File: config.mk
export PLATFORM = sky130hd
export DESIGN_NAME = md_issue_buffer_flat
export DESIGN_NICKNAME = d
export VERILOG_FILES = /design/src/rtl/md_pkg.sv /design/src/rtl/md_issue_buffer_if.sv /design/src/rtl/md_fifo.sv /design/src/rtl/md_issue_buffer.sv /design/src/flat_wrapper.sv
export SDC_FILE = /design/constraint.sdc
export NUM_CORES = 1
export LEC_CHECK = 0
export CELL_PAD_IN_SITES_DETAIL_PLACEMENT = 0
export CELL_PAD_IN_SITES_GLOBAL_PLACEMENT = 1
export CORE_ASPECT_RATIO = 2
export CORE_MARGIN = 2
export CORE_UTILIZATION = 44
export CTS_CLUSTER_DIAMETER = 80
export DETAILED_ROUTE_END_ITERATION = 10
export PLACE_DENSITY = 0.9
export SYNTH_ARGS = -nofsm -noshare
export SYNTH_HDL_FRONTEND = slang
export SYNTH_HIERARCHICAL = 1
export SYNTH_SLANG_ARGS = --single-unit
File: constraint.sdc
create_clock -name clk -period 2.45 [get_ports clk]
set_input_delay 0.245 -clock clk [delete_from_list [all_inputs] [get_ports clk]]
set_output_delay 0.245 -clock clk [all_outputs]
set_load 0.05 [all_outputs]
File: src/rtl/md_pkg.sv
// Shared op-codes, FSM state encoding and op decode helpers for the HI/LO issue buffer.
package md_pkg;

  localparam int unsigned MD_OPW = 4;

  localparam logic [MD_OPW-1:0] MD_MULT  = 4'b0000;
  localparam logic [MD_OPW-1:0] MD_MULTU = 4'b0001;
  localparam logic [MD_OPW-1:0] MD_DIV   = 4'b0010;
  localparam logic [MD_OPW-1:0] MD_DIVU  = 4'b0011;
  localparam logic [MD_OPW-1:0] MD_MFHI  = 4'b0100;
  localparam logic [MD_OPW-1:0] MD_MFLO  = 4'b0101;
  localparam logic [MD_OPW-1:0] MD_MTHI  = 4'b0110;
  localparam logic [MD_OPW-1:0] MD_MTLO  = 4'b0111;

  typedef enum logic [1:0] {
    ST_IDLE   = 2'd0,
    ST_ISSUE  = 2'd1,
    ST_BUSY   = 2'd2,
    ST_SETTLE = 2'd3
  } md_state_e;

  // Only HI/LO-writing ops may enter the buffer; reads and reserved codes are dropped.
  function automatic logic md_is_legal(input logic [MD_OPW-1:0] op);
    case (op)
      MD_MULT, MD_MULTU, MD_DIV, MD_DIVU, MD_MTHI, MD_MTLO: return 1'b1;
      default:                                              return 1'b0;
    endcase
  endfunction

  // Moves complete in the write cycle and never occupy the unit.
  function automatic logic md_is_move(input logic [MD_OPW-1:0] op);
    return (op == MD_MTHI) || (op == MD_MTLO);
  endfunction

endpackage

File: src/rtl/md_issue_buffer_if.sv
// Bundles the E-stage request side and the multiply/divide unit side of the issue buffer.
interface md_issue_buffer_if #(
  parameter int unsigned OPW = 4
) ();

  logic            req_valid;
  logic [OPW-1:0]  req_op;
  logic [31:0]     req_a;
  logic [31:0]     req_b;
  logic            req_ready;
  logic            rd_req;
  logic            stall;
  logic            md_wr;
  logic [OPW-1:0]  md_op;
  logic [31:0]     md_a;
  logic [31:0]     md_b;
  logic            md_busy;

  modport slave (
    input  req_valid, req_op, req_a, req_b, rd_req, md_busy,
    output req_ready, stall, md_wr, md_op, md_a, md_b
  );

  modport master (
    output req_valid, req_op, req_a, req_b, rd_req, md_busy,
    input  req_ready, stall, md_wr, md_op, md_a, md_b
  );

endinterface

File: src/rtl/md_fifo.sv
// Small request FIFO (op + two operands) with occupancy count; pointers wrap modulo DEPTH.
module md_fifo #(
  parameter int unsigned DEPTH = 2,
  parameter int unsigned WIDTH = 68
) (
  input  logic                         clk,
  input  logic                         reset,
  input  logic                         push_i,
  input  logic                         pop_i,
  input  logic [WIDTH-1:0]             wdata_i,
  output logic [WIDTH-1:0]             rdata_o,
  output logic [$clog2(DEPTH+1)-1:0]   count_o,
  output logic                         full_o,
  output logic                         empty_o
);

  localparam int unsigned PW = $clog2(DEPTH);
  localparam int unsigned CW = $clog2(DEPTH + 1);

  logic [WIDTH-1:0] mem_q [DEPTH];
  logic [PW-1:0]    wr_ptr_q, wr_ptr_d;
  logic [PW-1:0]    rd_ptr_q, rd_ptr_d;
  logic [CW-1:0]    count_q, count_d;
  logic             push_ok, pop_ok;

  assign full_o  = (count_q == CW'(DEPTH));
  assign empty_o = (count_q == '0);
  assign count_o = count_q;
  assign rdata_o = mem_q[rd_ptr_q];

  // Protect the count against a misbehaving producer or consumer.
  assign push_ok = push_i && !full_o;
  assign pop_ok  = pop_i && !empty_o;

  always_comb begin
    wr_ptr_d = wr_ptr_q;
    rd_ptr_d = rd_ptr_q;
    count_d  = count_q;
    if (push_ok) wr_ptr_d = wr_ptr_q + PW'(1);
    if (pop_ok)  rd_ptr_d = rd_ptr_q + PW'(1);
    unique case ({push_ok, pop_ok})
      2'b10:   count_d = count_q + CW'(1);
      2'b01:   count_d = count_q - CW'(1);
      default: count_d = count_q;
    endcase
  end

  always_ff @(posedge clk or negedge reset) begin
    if (!reset) begin
      wr_ptr_q <= '0;
      rd_ptr_q <= '0;
      count_q  <= '0;
      mem_q    <= '{default: '0};
    end else begin
      wr_ptr_q <= wr_ptr_d;
      rd_ptr_q <= rd_ptr_d;
      count_q  <= count_d;
      if (push_ok) mem_q[wr_ptr_q] <= wdata_i;
    end
  end

endmodule

File: src/rtl/md_issue_buffer.sv
// Buffers HI/LO-writing ops from E and issues them one at a time to the mult/div unit;
// stalls mfhi/mflo while any earlier HI/LO work is still pending.
module md_issue_buffer
  import md_pkg::*;
#(
  parameter int unsigned DEPTH = 2,
  parameter int unsigned OPW   = 4
) (
  input  logic                clk,
  input  logic                reset,
  md_issue_buffer_if.slave    bus
);

  localparam int unsigned W  = OPW + 64;
  localparam int unsigned CW = $clog2(DEPTH + 1);

  logic            push, pop;
  logic [W-1:0]    head;
  logic [OPW-1:0]  head_op;
  logic [31:0]     head_a, head_b;
  logic [CW-1:0]   count;
  logic            full, empty;

  md_state_e       state_q, state_d;
  logic            md_wr_q, md_wr_d;
  logic [OPW-1:0]  md_op_q, md_op_d;
  logic [31:0]     md_a_q, md_a_d;
  logic [31:0]     md_b_q, md_b_d;

  assign bus.req_ready = !full;
  assign push = bus.req_valid && !full && md_is_legal(bus.req_op);
  assign {head_op, head_a, head_b} = head;

  md_fifo #(
    .DEPTH (DEPTH),
    .WIDTH (W)
  ) u_fifo (
    .clk     (clk),
    .reset   (reset),
    .push_i  (push),
    .pop_i   (pop),
    .wdata_i ({bus.req_op, bus.req_a, bus.req_b}),
    .rdata_o (head),
    .count_o (count),
    .full_o  (full),
    .empty_o (empty)
  );

  always_ff @(posedge clk or negedge reset) begin
    if (!reset) begin
      state_q <= ST_IDLE;
    end else begin
      state_q <= state_d;
    end
  end

  always_comb begin
    state_d = state_q;
    unique case (state_q)
      ST_IDLE:   if (!empty) state_d = ST_ISSUE;
      ST_ISSUE:  state_d = md_is_move(md_op_q) ? ST_IDLE : ST_BUSY;
      ST_BUSY:   if (!bus.md_busy) state_d = ST_SETTLE;
      ST_SETTLE: state_d = ST_IDLE;
      default:   state_d = ST_IDLE;
    endcase
  end

  // Operand registers hold their last value; only md_wr qualifies them.
  always_comb begin
    pop     = 1'b0;
    md_wr_d = 1'b0;
    md_op_d = md_op_q;
    md_a_d  = md_a_q;
    md_b_d  = md_b_q;
    if ((state_q == ST_IDLE) && !empty) begin
      pop     = 1'b1;
      md_wr_d = 1'b1;
      md_op_d = head_op;
      md_a_d  = head_a;
      md_b_d  = head_b;
    end
  end

  always_ff @(posedge clk or negedge reset) begin
    if (!reset) begin
      md_wr_q <= 1'b0;
      md_op_q <= '0;
      md_a_q  <= '0;
      md_b_q  <= '0;
    end else begin
      md_wr_q <= md_wr_d;
      md_op_q <= md_op_d;
      md_a_q  <= md_a_d;
      md_b_q  <= md_b_d;
    end
  end

  assign bus.md_wr = md_wr_q;
  assign bus.md_op = md_op_q;
  assign bus.md_a  = md_a_q;
  assign bus.md_b  = md_b_q;

  // Held low during reset even if the independently reset unit still reports busy.
  assign bus.stall = reset && bus.rd_req &&
                     ((count != '0) || (state_q != ST_IDLE) || bus.md_busy);

endmodule

File: src/flat_wrapper.sv
// flat-port wrapper written by rule: the top's interface ports become plain ports
module md_issue_buffer_flat import md_pkg::*;
#(
  parameter int unsigned DEPTH = 2,
  parameter int unsigned OPW   = 4
)
  (clk, reset, bus_req_valid, bus_req_op, bus_req_a, bus_req_b, bus_rd_req, bus_md_busy, bus_req_ready, bus_stall, bus_md_wr, bus_md_op, bus_md_a, bus_md_b);
  md_issue_buffer_if #(.OPW(OPW)) bus_i ();
  input  logic clk;
  input  logic reset;
  input wire logic [$bits(bus_i.req_valid)-1:0] bus_req_valid;
  input wire logic [$bits(bus_i.req_op)-1:0] bus_req_op;
  input wire logic [$bits(bus_i.req_a)-1:0] bus_req_a;
  input wire logic [$bits(bus_i.req_b)-1:0] bus_req_b;
  input wire logic [$bits(bus_i.rd_req)-1:0] bus_rd_req;
  input wire logic [$bits(bus_i.md_busy)-1:0] bus_md_busy;
  output wire logic [$bits(bus_i.req_ready)-1:0] bus_req_ready;
  output wire logic [$bits(bus_i.stall)-1:0] bus_stall;
  output wire logic [$bits(bus_i.md_wr)-1:0] bus_md_wr;
  output wire logic [$bits(bus_i.md_op)-1:0] bus_md_op;
  output wire logic [$bits(bus_i.md_a)-1:0] bus_md_a;
  output wire logic [$bits(bus_i.md_b)-1:0] bus_md_b;
  assign bus_i.req_valid = bus_req_valid;
  assign bus_i.req_op = bus_req_op;
  assign bus_i.req_a = bus_req_a;
  assign bus_i.req_b = bus_req_b;
  assign bus_i.rd_req = bus_rd_req;
  assign bus_i.md_busy = bus_md_busy;
  assign bus_req_ready = bus_i.req_ready;
  assign bus_stall = bus_i.stall;
  assign bus_md_wr = bus_i.md_wr;
  assign bus_md_op = bus_i.md_op;
  assign bus_md_a = bus_i.md_a;
  assign bus_md_b = bus_i.md_b;
  md_issue_buffer #(.DEPTH(DEPTH), .OPW(OPW)) u_core (.clk(clk), .reset(reset), .bus(bus_i));
endmodule
* After elaboration in Yosys (flattened, before gate mapping)
Cells that the tools add are included.
Storage, ports and cells: logic and storage cells 68, bits of input ports 73, bits in registers 211
Operators by class: bitwise gates (word level) 2, mux-type cells 13, reduce and logical (&&, ||, !) cells 21, equality and inequality tests 15, magnitude comparators 3, $add $sub $neg 4
Operator list (count):
- $mux 68 | 4
- $bwmux 136 | 1
- $demux 68 s1 | 1
- $eq 4x3->1 const B | 4
- $eq 2x2->1 const B | 4
- $eq 4x2->1 const B | 2
- $logic_and 1x1->1 | 8
- $pmux 2 s4 | 1
- $mux 2 | 3
- $reduce_bool 2->1 | 3
- $reduce_or 6->1 | 1
- $eq 2x1->1 const B | 2
- $eq 4x1->1 const B | 1
- $ge 2x2->1 const B | 2
- $logic_not 2->1 | 2
- $logic_not 4->1 | 1
- $ne 2x2->1 const B | 2
- $not 1->2 | 2
- $pmux 2 s2 | 1
- $logic_or 1x1->1 | 3
- $add 1x1->1 const B | 2
- $add 2x1->2 const B | 1
- $logic_not 1->1 | 2
- $lt 2x1->1 const B | 1
- other kinds (3) | 4

* Logic depth before layout (Yosys ltp)
Gate-level depths: netlist (run 1).
word-level depth 7, depth in mapped cells 9

* Modules after synthesis
Netlist (run 1), hierarchy kept.
By module, submodules not included:
- md_fifo | sequential area each 3503.4 um2, instances 1, area an instance 6052.1 um2, cells an instance 381
- md_issue_buffer | sequential area each 1776.7 um2, instances 1, area an instance 2693.8 um2, cells an instance 158

* Least setup slack after synthesis (run 1)
OpenSTA, ideal clock, no wires.
kind flip-flop to flip-flop, start point reg u_core.u_fifo.count_q[0], in the netlist u_core/u_fifo/count_o[0], end point reg u_core/u_fifo/mem_q[80] (netlist name), stages on the path, launching flop included 8, buffers on the path 2, data required time 2.323 ns, data arrival time 1.905 ns, library setup time 0.127 ns, clock period less this slack 2.033 ns, path slack 0.417 ns, cell sequence dfrtp_1 -> nand2b_4 -> inv_2 -> nor4b_1 -> nor3b_2 -> buf_4 -> buf_6 -> mux2_1
Between the ends: cells in the longest elaborated chain, start to end 5
Ends and longest elaborated chain:
- start: declaration | line md_fifo.sv:23 | logic [CW-1:0] count_q, count_d;
- start signal: assignment | line md_fifo.sv:57 | count_q <= count_d;
- $eq 2x2->1 | line md_fifo.sv:26 | assign full_o = (count_q == CW'(DEPTH));
- net u_core.full | line md_issue_buffer.sv:22 | logic full, empty;
- $logic_not 1->1 | line md_issue_buffer.sv:31 | assign push = bus.req_valid && !full && md_is_legal(bus.req_op);
- $logic_and 1x1->1 (2 in a row) | line md_issue_buffer.sv:31
- net u_core.push | line md_issue_buffer.sv:17 | logic push, pop;
- $logic_and 1x1->1 | line md_fifo.sv:32 | assign push_ok = push_i && !full_o;
- end signal: indexed assignment | line md_fifo.sv:58 | if (push_ok) mem_q[wr_ptr_q] <= wdata_i;
- end: declaration | line md_fifo.sv:20 | logic [WIDTH-1:0] mem_q [DEPTH];
The timed path passes the listed nets, and every way through them passes these cells. A chain may end at the register's enable or synchronous reset.

* Worst setup path in the final report (run 1)
start point reg u_core.u_fifo.count_q[0], in the netlist u_core/u_fifo/count_o[0], end point out bus_req_ready
Between the ends: cells in the longest elaborated chain, start to end 2
Ends and longest elaborated chain:
- $eq 2x2->1 | line md_fifo.sv:26
- net u_core.full | line md_issue_buffer.sv:22
- $logic_not 1->1 | line md_issue_buffer.sv:30 | assign bus.req_ready = !full;
- end: declaration | line flat_wrapper.sv:17 | output wire logic [$bits(bus_i.req_ready)-1:0] bus_req_ready;
The timed path passes the listed nets, and every way through them passes these cells.

==> results.md, run 1 <==
* Overflow after GRT at 0
* Setup bufs post-CTS at 0
* Largest net degree at the start of global routing at 108
* Worst-margin pin slew at 0.582 ns
* Reg clk slew, reported paths at 0.07 ns
* Final HPWL from detailed placement at 12.8 mm
* Endpoints failing setup at 0
* Crit path from: u_core/u_fifo/count_o[0]
* Reg2reg start: u_core/u_fifo/count_o[0]
* Layout Skew at 0.0173 ns
* Drt first pass iters at 3
* Initial antenna violation count at 0
* Ys Warns at 6
* Area of the mapped netlist at 0.00875 mm^2
* Syn_nets at 613
* Syn avg cell area at 16.2 um^2
* Vias in the first global route at 5737
* GPL Wtd Cong at 0.776
* RSZ-0062 raised after global routing: false
* Fmax at 0.435 GHz
* Final TNS setup at 0 ns
* Initial Utilization at 0.443
* Core Box Area at 0.0197 mm^2
* HP Class: input pin to async pin
* Register area share after synthesis at 0.604
* Clock buffer depth at 3
* FP Rows at 73
* # DRC at 0
* FF-to-FF End: u_core/u_fifo/mem_q[75]
* CP Launch Type: flop
* Placed Cells at 927
* Top-level port count at 144
* #FFs+latches synth at 211
* Initial drt markers at 113
* CP arrival at 2.05 ns
* Synth unique cells at 26
* Port Buf Inserts at 143
* Slew HR at 0.611
* Register-to-Register Path Depth at 7
* Pleak at 0.00469 uW
* CTS Sinks at 211
* Final-stage net count at 761
* Endpoint class of the critical path: primary output
* CTS tree: built
* Max IR drop VDD at 0.954 mV
* Area of the die at 0.0211 mm^2
* Root Buffer: clkbuf_16
* CTS Buf Count at 19
* Clk_lat worst skew at 0.49 ns
* Final Non-Filler Cells at 962
* Final period util at 0.938
* Routed WL at 18.5 mm
* Hold Slack at 0.243 ns
* First-pass GRT wire length at 30.2 mm
* Minimum clock period at 2.30 ns
* Max-Cap Viols at 0
* Crit path max fanout at 5
* Gr usage total at 0.180
* Max-slew violation count at 0
* Routed length per instance at 19.2 um
* Critical path class: flop to primary output
* Synth Instances at 539
* Final hold vios at 0
* Die span in x at 104 um
* Chip height at 203 um
* Power Dens Cells at 1510 mW/mm^2
* Fillers at 1602
* Worst Path Required at 2.20 ns
* DR vias/cell at 5.07
* Status: complete, no violations
* Antenna viol nets, final at 0
* Register-to-register setup slack at 0.17 ns
* Crit path to: bus_req_ready
* Area Growth Syn to Fin at 27.6%
* Htree depth at 1
* Via count of the routed design at 4881
* Share of cells above drive strength 1 at 0.413
## layout make-up
cell class / count / area, um^2 / share of cell area
clock inverter: 3 / 55.1 / 0.00493
timing repair buffer: 157 / 1670 / 0.149
clock buffer: 30 / 547 / 0.0490
tap: 262 / 328 / 0.0294
multi-input combinational: 296 / 3270 / 0.293
sequential: 211 / 5280 / 0.474
inverter: 2 / 7.51 / 0.000673
antenna: 1 / 2.50 / 0.000224
## metrics by stage
step | util | setup WS, ns | area (um^2) | power (uW)
3_5_place_dp | 0.534 | 0.0839 | 10500 | 14200
3_3_place_gp | 0.534 | 0.0991 | 10500 | 13800
2_1_floorplan | - | 0.417 | 8750 | 11700
6_report | 0.566 | 0.151 | 11200 | 16900
4_1_cts | 0.565 | 0.0940 | 11200 | 17100
5_1_grt | 0.565 | 0.0412 | 11200 | 17800
## cell usage in the layout, fill, tap and decap left out, drive strengths merged, types with 2 or more instances in the layout
| master | Yosys | routed |
|---|---|---|
| nor2b | 3 | 3 |
| clkdlybuf4s50 | 0 | 141 |
| inv | 2 | 3 |
| mux2 | 272 | 272 |
| dfrtp | 211 | 211 |
| xnor2 | 3 | 3 |
| nor2 | 2 | 2 |
| buf | 24 | 14 |
| clkbuf | 6 | 31 |
| xor2 | 2 | 2 |
| nand2b | 3 | 3 |
## what timing repair did
item / in CTS / in global routing
resized for setup: 0 / 0
hold buffers: 1 / 0
endpoints found under the hold margin: 34 / 0
## registers in the layout, summed over array words and instances (netlist names), named ones only
signal,count
u_core/bus.md_b,32
u_core/u_fifo/rd_ptr_q,1
u_core/bus.md_op,4
u_core/u_fifo/count_o,2
u_core/state_q,1
u_core/bus.md_a,32
u_core/u_fifo/wr_ptr_q,1
u_core/bus.md_wr,1
u_core/u_fifo/mem_q,136
## power breakdown
| group | total [uW] | internal, uW | switching (uW) | leakage (uW) |
|---|---|---|---|---|
| registers | 6340 | 5270 | 1070 | 0.00255 |
| clock network | 2880 | 1650 | 1230 | 0.000291 |
| logic | 7670 | 3820 | 3860 | 0.00185 |
## routing by layer
| metal | global-route usage | vias up | routed length [um] |
|---|---|---|---|
| li1 | - | 2206 | - |
| met1 | 0.192 | 2527 | 6740 |
| met2 | 0.350 | 112 | 10400 |
| met3 | 0.0297 | 36 | 746 |
| met4 | 0.0700 | 0 | 568 |
| met5 | 0 | - | 0 |
## cell families after synthesis
kind of cell,synth area share
compound gates,0.00257
xor+xnor,0.00501
fa+ha+maj,0.00143
buf+inv,0.0239
flops,0.604
mux,0.350
simple gates,0.0132
## worst max-delay path, stage by stage (launching register included)
cell             delay, ns
dfrtp_1               0.44
nand2b_4              0.19
inv_2                 0.06
inv_1                 0.06
clkdlybuf4s50_1       0.80
## Yosys cell counts (all sizes together)
| master | n | area share |
|---|---|---|
| a211oi | 1 | 0.00086 |
| and3 | 1 | 0.00072 |
| and3b | 1 | 0.0010 |
| buf | 24 | 0.020 |
| clkbuf | 6 | 0.0026 |
| dfrtp | 211 | 0.60 |
| ha | 1 | 0.0014 |
| inv | 2 | 0.00086 |
| mux2 | 272 | 0.35 |
| nand2 | 1 | 0.00043 |
| nand2b | 3 | 0.0030 |
| nor2 | 2 | 0.00086 |
| nor2b | 3 | 0.0021 |
| nor3 | 1 | 0.0019 |
| nor3b | 1 | 0.0014 |
| nor4b | 1 | 0.0010 |
| o21ai | 1 | 0.00057 |
| o311a | 1 | 0.0011 |
| or3 | 1 | 0.00072 |
| xnor2 | 3 | 0.0030 |
| xor2 | 2 | 0.0020 |
## worst min-delay path by stage
| stage | endpoint | slack [ns] | cells after the start |
|---|---|---|---|
| 4_1_cts | u_core/bus.md_b[12] | 0.25 | 2 |
| 6_report | u_core/bus.md_b[8] | 0.24 | 2 |
| 3_3_place_gp | u_core/bus.md_b[13] | 0.18 | 1 |
| 3_5_place_dp | u_core/bus.md_b[12] | 0.19 | 1 |
| 5_1_grt | u_core/bus.md_b[13] | 0.25 | 2 |
| 2_1_floorplan | async pin | -0.05 | 0 |
No activity file was read; power rests on OpenSTA's default activity.
==> run 2: changes to the inputs <==
Settings changed: PLACE_DENSITY 0.9 to unset, PLACE_DENSITY_LB_ADDON set to 0.1.
==> results.md, run 2 (synthesis results as in run 1) <==
* Fmax at 0.439 GHz
* # diodes at 0
* Largest Register: u_core/u_fifo/mem_q
* FP Rows at 73
* Number of flip-flops under the largest register name at 136
* Initial Utilization at 0.443
* Die span in x at 104 um
* Status: complete, no violations
* Crit-path cells: nand2b_4 -> inv_2 -> nor4b_1 -> buf_4 -> nor3b_4 -> buf_12 -> mux2_1
* Final hold vios at 0
* Reg2reg start: u_core/u_fifo/count_o[0]
* Routed WL at 18.2 mm
* Reg clk slew, reported paths at 0.06 ns
* Buffers & Inverters on Critical Path at 3
* Dpl ws at 0.0695 ns
* Register-to-register setup slack at 0.17 ns
* Core Box Area at 0.0197 mm^2
* Initial drt markers at 110
* Area of the die at 0.0211 mm^2
* Met3 Use GR at 0.0288
* Met2 GRT Util at 0.342
* FF-to-FF End: u_core/u_fifo/mem_q[89]
* Largest net degree at the start of global routing at 114
* Htree depth at 1
* Fillers at 1670
* Post-route setup slack at 0.172 ns
* CP Launch Type: flop
* Final-stage net count at 761
* Placed Cells at 927
* Critical path class: flop to flop
* Max-Cap Viols at 0
* Routed length per instance at 19.1 um
* CTS Buf Count at 19
* Final HPWL from detailed placement at 12.1 mm
* Post-cts resize count at 0
* RSZ-0062 raised after global routing: false
* Clock buffer depth at 3
* Clk_lat worst skew at 0.48 ns
* Port Buf Inserts at 143
* GPL Wtd Cong at 0.709
* Minimum clock period at 2.28 ns
* Chip height at 203 um
* CTS Sinks at 211
* Register-to-Register Path Depth at 7
* Worst Path Required at 2.81 ns
* GRT Max-Usage Layer: met2
* Post-layout util at 0.562
* DR vias/cell at 5.17
* Final period util at 0.930
* Most common cell after layout, fill and taps aside: mux2_2
* Endpoint class of the critical path: flop
* Final TNS setup at 0 ns
* Area Growth Syn to Fin at 26.9%
* Crit path max-delay cell type: dfrtp_1
* Drt first pass iters at 4
* Share of cells above drive strength 1 at 0.417
* Overflow after GRT at 0
* Endpoints failing setup at 0
* Max IR drop VDD at 0.850 mV
* Worst-margin pin slew at 0.682 ns
* Met1 usage in global routing at 0.195
* Vias in the first global route at 5610
* CP arrival at 2.64 ns
* Gr usage total at 0.175
* # DRC at 0
* Max-slew violation count at 0
* Power Dens Cells at 1510 mW/mm^2
* Antenna viol nets, final at 0
* Most frequent cells in the layout: 243 x mux2_2, 210 x dfrtp_1, 141 x clkdlybuf4s50_1
* Initial antenna violation count at 0
* Top-level port count at 144
* Layout Skew at 0.00993 ns
* Via count of the routed design at 4951
* Crit path max fanout at 38
* HP Class: input pin to async pin
* CTS tree: built
* CP delay by family, top: simple AND/OR/NAND/NOR gates
* First-pass GRT wire length at 29.7 mm
* Root Buffer: clkbuf_16
* Final Non-Filler Cells at 957
* Pleak at 0.00468 uW
* Slew HR at 0.545
* CP peak stage delay at 0.44 ns
==> run 2: changes by cell type in the layout (fill, tap and decap cells not counted) <==
cell / delta
clkbuf_1: -5
buf_4: +2
diode_2: -1
clkinv_2: +3
buf_12: -2
clkbuf_8: -1
clkinv_8: -1
==> run 2: final cells by class <==
class | count | area [um^2] | area share
timing repair buffer | 157 | 1640 | 0.148
multi-input combinational | 296 | 3270 | 0.295
inverter | 2 | 7.51 | 0.000677
sequential | 211 | 5280 | 0.476
clock inverter | 5 | 53.8 | 0.00485
clock buffer | 24 | 514 | 0.0463
tap | 262 | 328 | 0.0295
==> run 2: through the flow <==
| stage | instance area (um^2) | hold WS, ns | total power (uW) |
|---|---|---|---|
| CTS | 11100 | 0.239 | 17000 |
| detailed placement | 10500 | 0.191 | 14100 |
| floorplan | 8750 | -0.0506 | 11700 |
| global placement | 10500 | 0.187 | 13800 |
| global route | 11100 | 0.264 | 17700 |
| finish | 11100 | 0.249 | 16700 |
==> run 2: how the worst max path moves through the flow <==
| stage | startpoint | depth (start not counted) | endpoint |
|---|---|---|---|
| 2_1_floorplan | u_core/u_fifo/count_o[0] | 7 | u_core/u_fifo/mem_q[80] |
| 3_3_place_gp | bus_req_op[2] | 7 | u_core/u_fifo/mem_q[101] |
| 3_5_place_dp | bus_req_op[2] | 7 | u_core/u_fifo/mem_q[89] |
| 4_1_cts | u_core/u_fifo/count_o[0] | 4 | bus_req_ready |
| 5_1_grt | u_core/u_fifo/count_o[0] | 7 | u_core/u_fifo/mem_q[78] |
| 6_report | u_core/u_fifo/count_o[0] | 7 | u_core/u_fifo/mem_q[89] |
==> run 2: worst reg2reg max path, stage by stage (launching register included) <==
cell	delay, ns
dfrtp_1	0.44
nand2b_4	0.18
inv_2	0.06
nor4b_1	0.31
buf_4	0.18
nor3b_4	0.29
buf_12	0.29
mux2_1	0.41
==> run 2: layer usage <==
layer	vias to the layer above	routed length, um
li1	2195	-
met1	2623	6970
met2	109	10200
met3	24	783
met4	0	290
met5	-	0
==> run 2: timing repair <==
item	in CTS	in global routing
setup buffers	0	0
hold buffers	1	0
hold endpoints to repair	37	0
==> run 2: where the power goes <==
part | leakage [uW] | switching [uW] | total, uW | internal (uW)
logic | 0.00184 | 3830 | 7640 | 3800
registers | 0.00255 | 1040 | 6310 | 5270
clock network | 0.000282 | 1210 | 2800 | 1580
total | 0.00468 | 6090 | 16700 | 10700
==> run 3: changes to the inputs <==
Settings changed: CORE_UTILIZATION 44 to 45, DONT_BUFFER_PORTS set to 1.
==> results.md, run 3 (synthesis results as in run 1) <==
* Failing checks: negative hold slack
* Largest net degree at the start of global routing at 213
* Layout Skew at 0.0126 ns
* Status: complete, but fails checks
* Slew HR at 0.560
* Antenna viol nets, final at 0
* Pleak at 0.00445 uW
* RSZ-0062 raised after global routing: false
* Minimum clock period at 2.23 ns
* Vias in the first global route at 5389
* Clock buffer depth at 3
* Final period util at 0.909
* Initial antenna violation count at 1
* GRT Max-Usage Layer: met2
* Clk_lat worst skew at 0.49 ns
* Final TNS setup at 0 ns
* Root Buffer: clkbuf_16
* Met2 GRT Util at 0.318
* Share of cells above drive strength 1 at 0.473
* Number of flip-flops under the largest register name at 136
* Endpoint class of the critical path: flop
* Area Growth Syn to Fin at 19.3%
* Fmax at 0.449 GHz
* Max-slew violation count at 0
* Critical path class: flop to flop
* Final hold vios at 211
* Most frequent cells in the layout: 243 x mux2_2, 210 x dfrtp_1, 69 x dlygate4sd3_1
* FP Rows at 72
* Fillers at 1619
* # DRC at 0
* Worst Path Required at 2.82 ns
* Max-Cap Viols at 0
* Most common cell after layout, fill and taps aside: mux2_2
* CTS tree: built
* Routed length per instance at 20.0 um
* Top-level port count at 144
* Drt first pass iters at 4
* Total Power at 15900 uW
* Gr usage total at 0.176
* HP Class: input pin to async pin
* First-pass GRT wire length at 28.4 mm
* CTS Hold Buffers Added at 69
* Crit path max fanout at 36
* Core Box Area at 0.0192 mm^2
* Overflow after GRT at 0
* Area of the die at 0.0206 mm^2
* Power Dens Cells at 1520 mW/mm^2
* Largest Register: u_core/u_fifo/mem_q
* Final HPWL from detailed placement at 11.3 mm
* CTS Buf Count at 20
* Routed WL at 17.7 mm
* Chip height at 201 um
* CP Launch Type: flop
* Hold Slack at -0.549 ns
* GPL Wtd Cong at 0.710
* Initial Utilization at 0.456
* Port Buf Inserts at 0
* Worst-margin pin slew at 0.660 ns
* Initial drt markers at 116
* Die span in x at 103 um
* Final-stage net count at 685
* DR vias/cell at 5.27
* Met1 usage in global routing at 0.201
* Endpoints failing setup at 0
* Reg clk slew, reported paths at 0.07 ns
* Met3 Use GR at 0.0379
* Max IR drop VDD at 0.849 mV
* CP arrival at 2.60 ns
* Htree depth at 1
* CTS Sinks at 211
* Via count of the routed design at 4658
## run 3: power breakdown
group / internal (uW) / leakage (uW) / switching [uW]
Combinational: 2860 / 0.00155 / 1500
Sequential: 5230 / 0.00255 / 3130
Clock: 1910 / 0.000344 / 1270
## run 3: path summary, 6_finish.rpt
check                                              start                       to  slack (ns)  cells past startpoint
worst max-delay path            u_core/u_fifo/count_o[0]  u_core/u_fifo/mem_q[68]        0.22                      6
worst min-delay path                               reset      u_core/bus.md_b[24]       -0.55                      0
worst max register to register  u_core/u_fifo/count_o[0]  u_core/u_fifo/mem_q[68]        0.22                      6
worst min register to register   u_core/u_fifo/mem_q[81]  u_core/u_fifo/mem_q[81]        0.49                      1
max in group asynchronous                          reset      u_core/bus.md_b[21]        2.43                      0
min in group clk                           bus_req_op[3]   u_core/u_fifo/wr_ptr_q           0                      3
## run 3: final cells by class
type | instances | area (um^2) | share of cell area
flip-flops and latches | 211 | 5280 | 0.506
multi-input cells | 296 | 3270 | 0.314
repair buffers | 80 | 848 | 0.0813
clock buffers | 30 | 639 | 0.0613
well taps | 259 | 324 | 0.0311
clock inverters | 5 | 52.6 | 0.00504
inverters | 2 | 7.51 | 0.000720
diodes | 1 | 2.50 | 0.000240
## run 3: repair_timing
item,CTS,global route
endpoints found under the hold margin,348,211
setup buffers,0,0
endpoints found under the setup margin,0,84
gates resized for setup,0,1
## run 3: per-stage QoR
step	hold WS, ns	setup slack (ns)	cells	area, um^2	utilization
after floorplan	-0.0506	0.417	539	8750	-
after global placement	-0.0453	0.216	779	9040	0.471
after detailed placement	-0.0436	0.0530	779	9040	0.471
after CTS	-0.572	0.0324	883	10400	0.543
after global routing	-0.580	0.0722	884	10400	0.544
final	-0.549	0.222	884	10400	0.544
## run 3: routing by layer
layer	part of all wire	routed length [um]
met4	0.024	432
met2	0.54	9520
met3	0.058	1030
met5	0	0
met1	0.38	6670
## run 3: critical path, cell delays in order (launching register included)
cell	delay, ns
dfrtp_1	0.44
nand2b_4	0.18
inv_2	0.06
nor4b_2	0.39
nor3b_4	0.36
buf_12	0.29
mux2_2	0.38
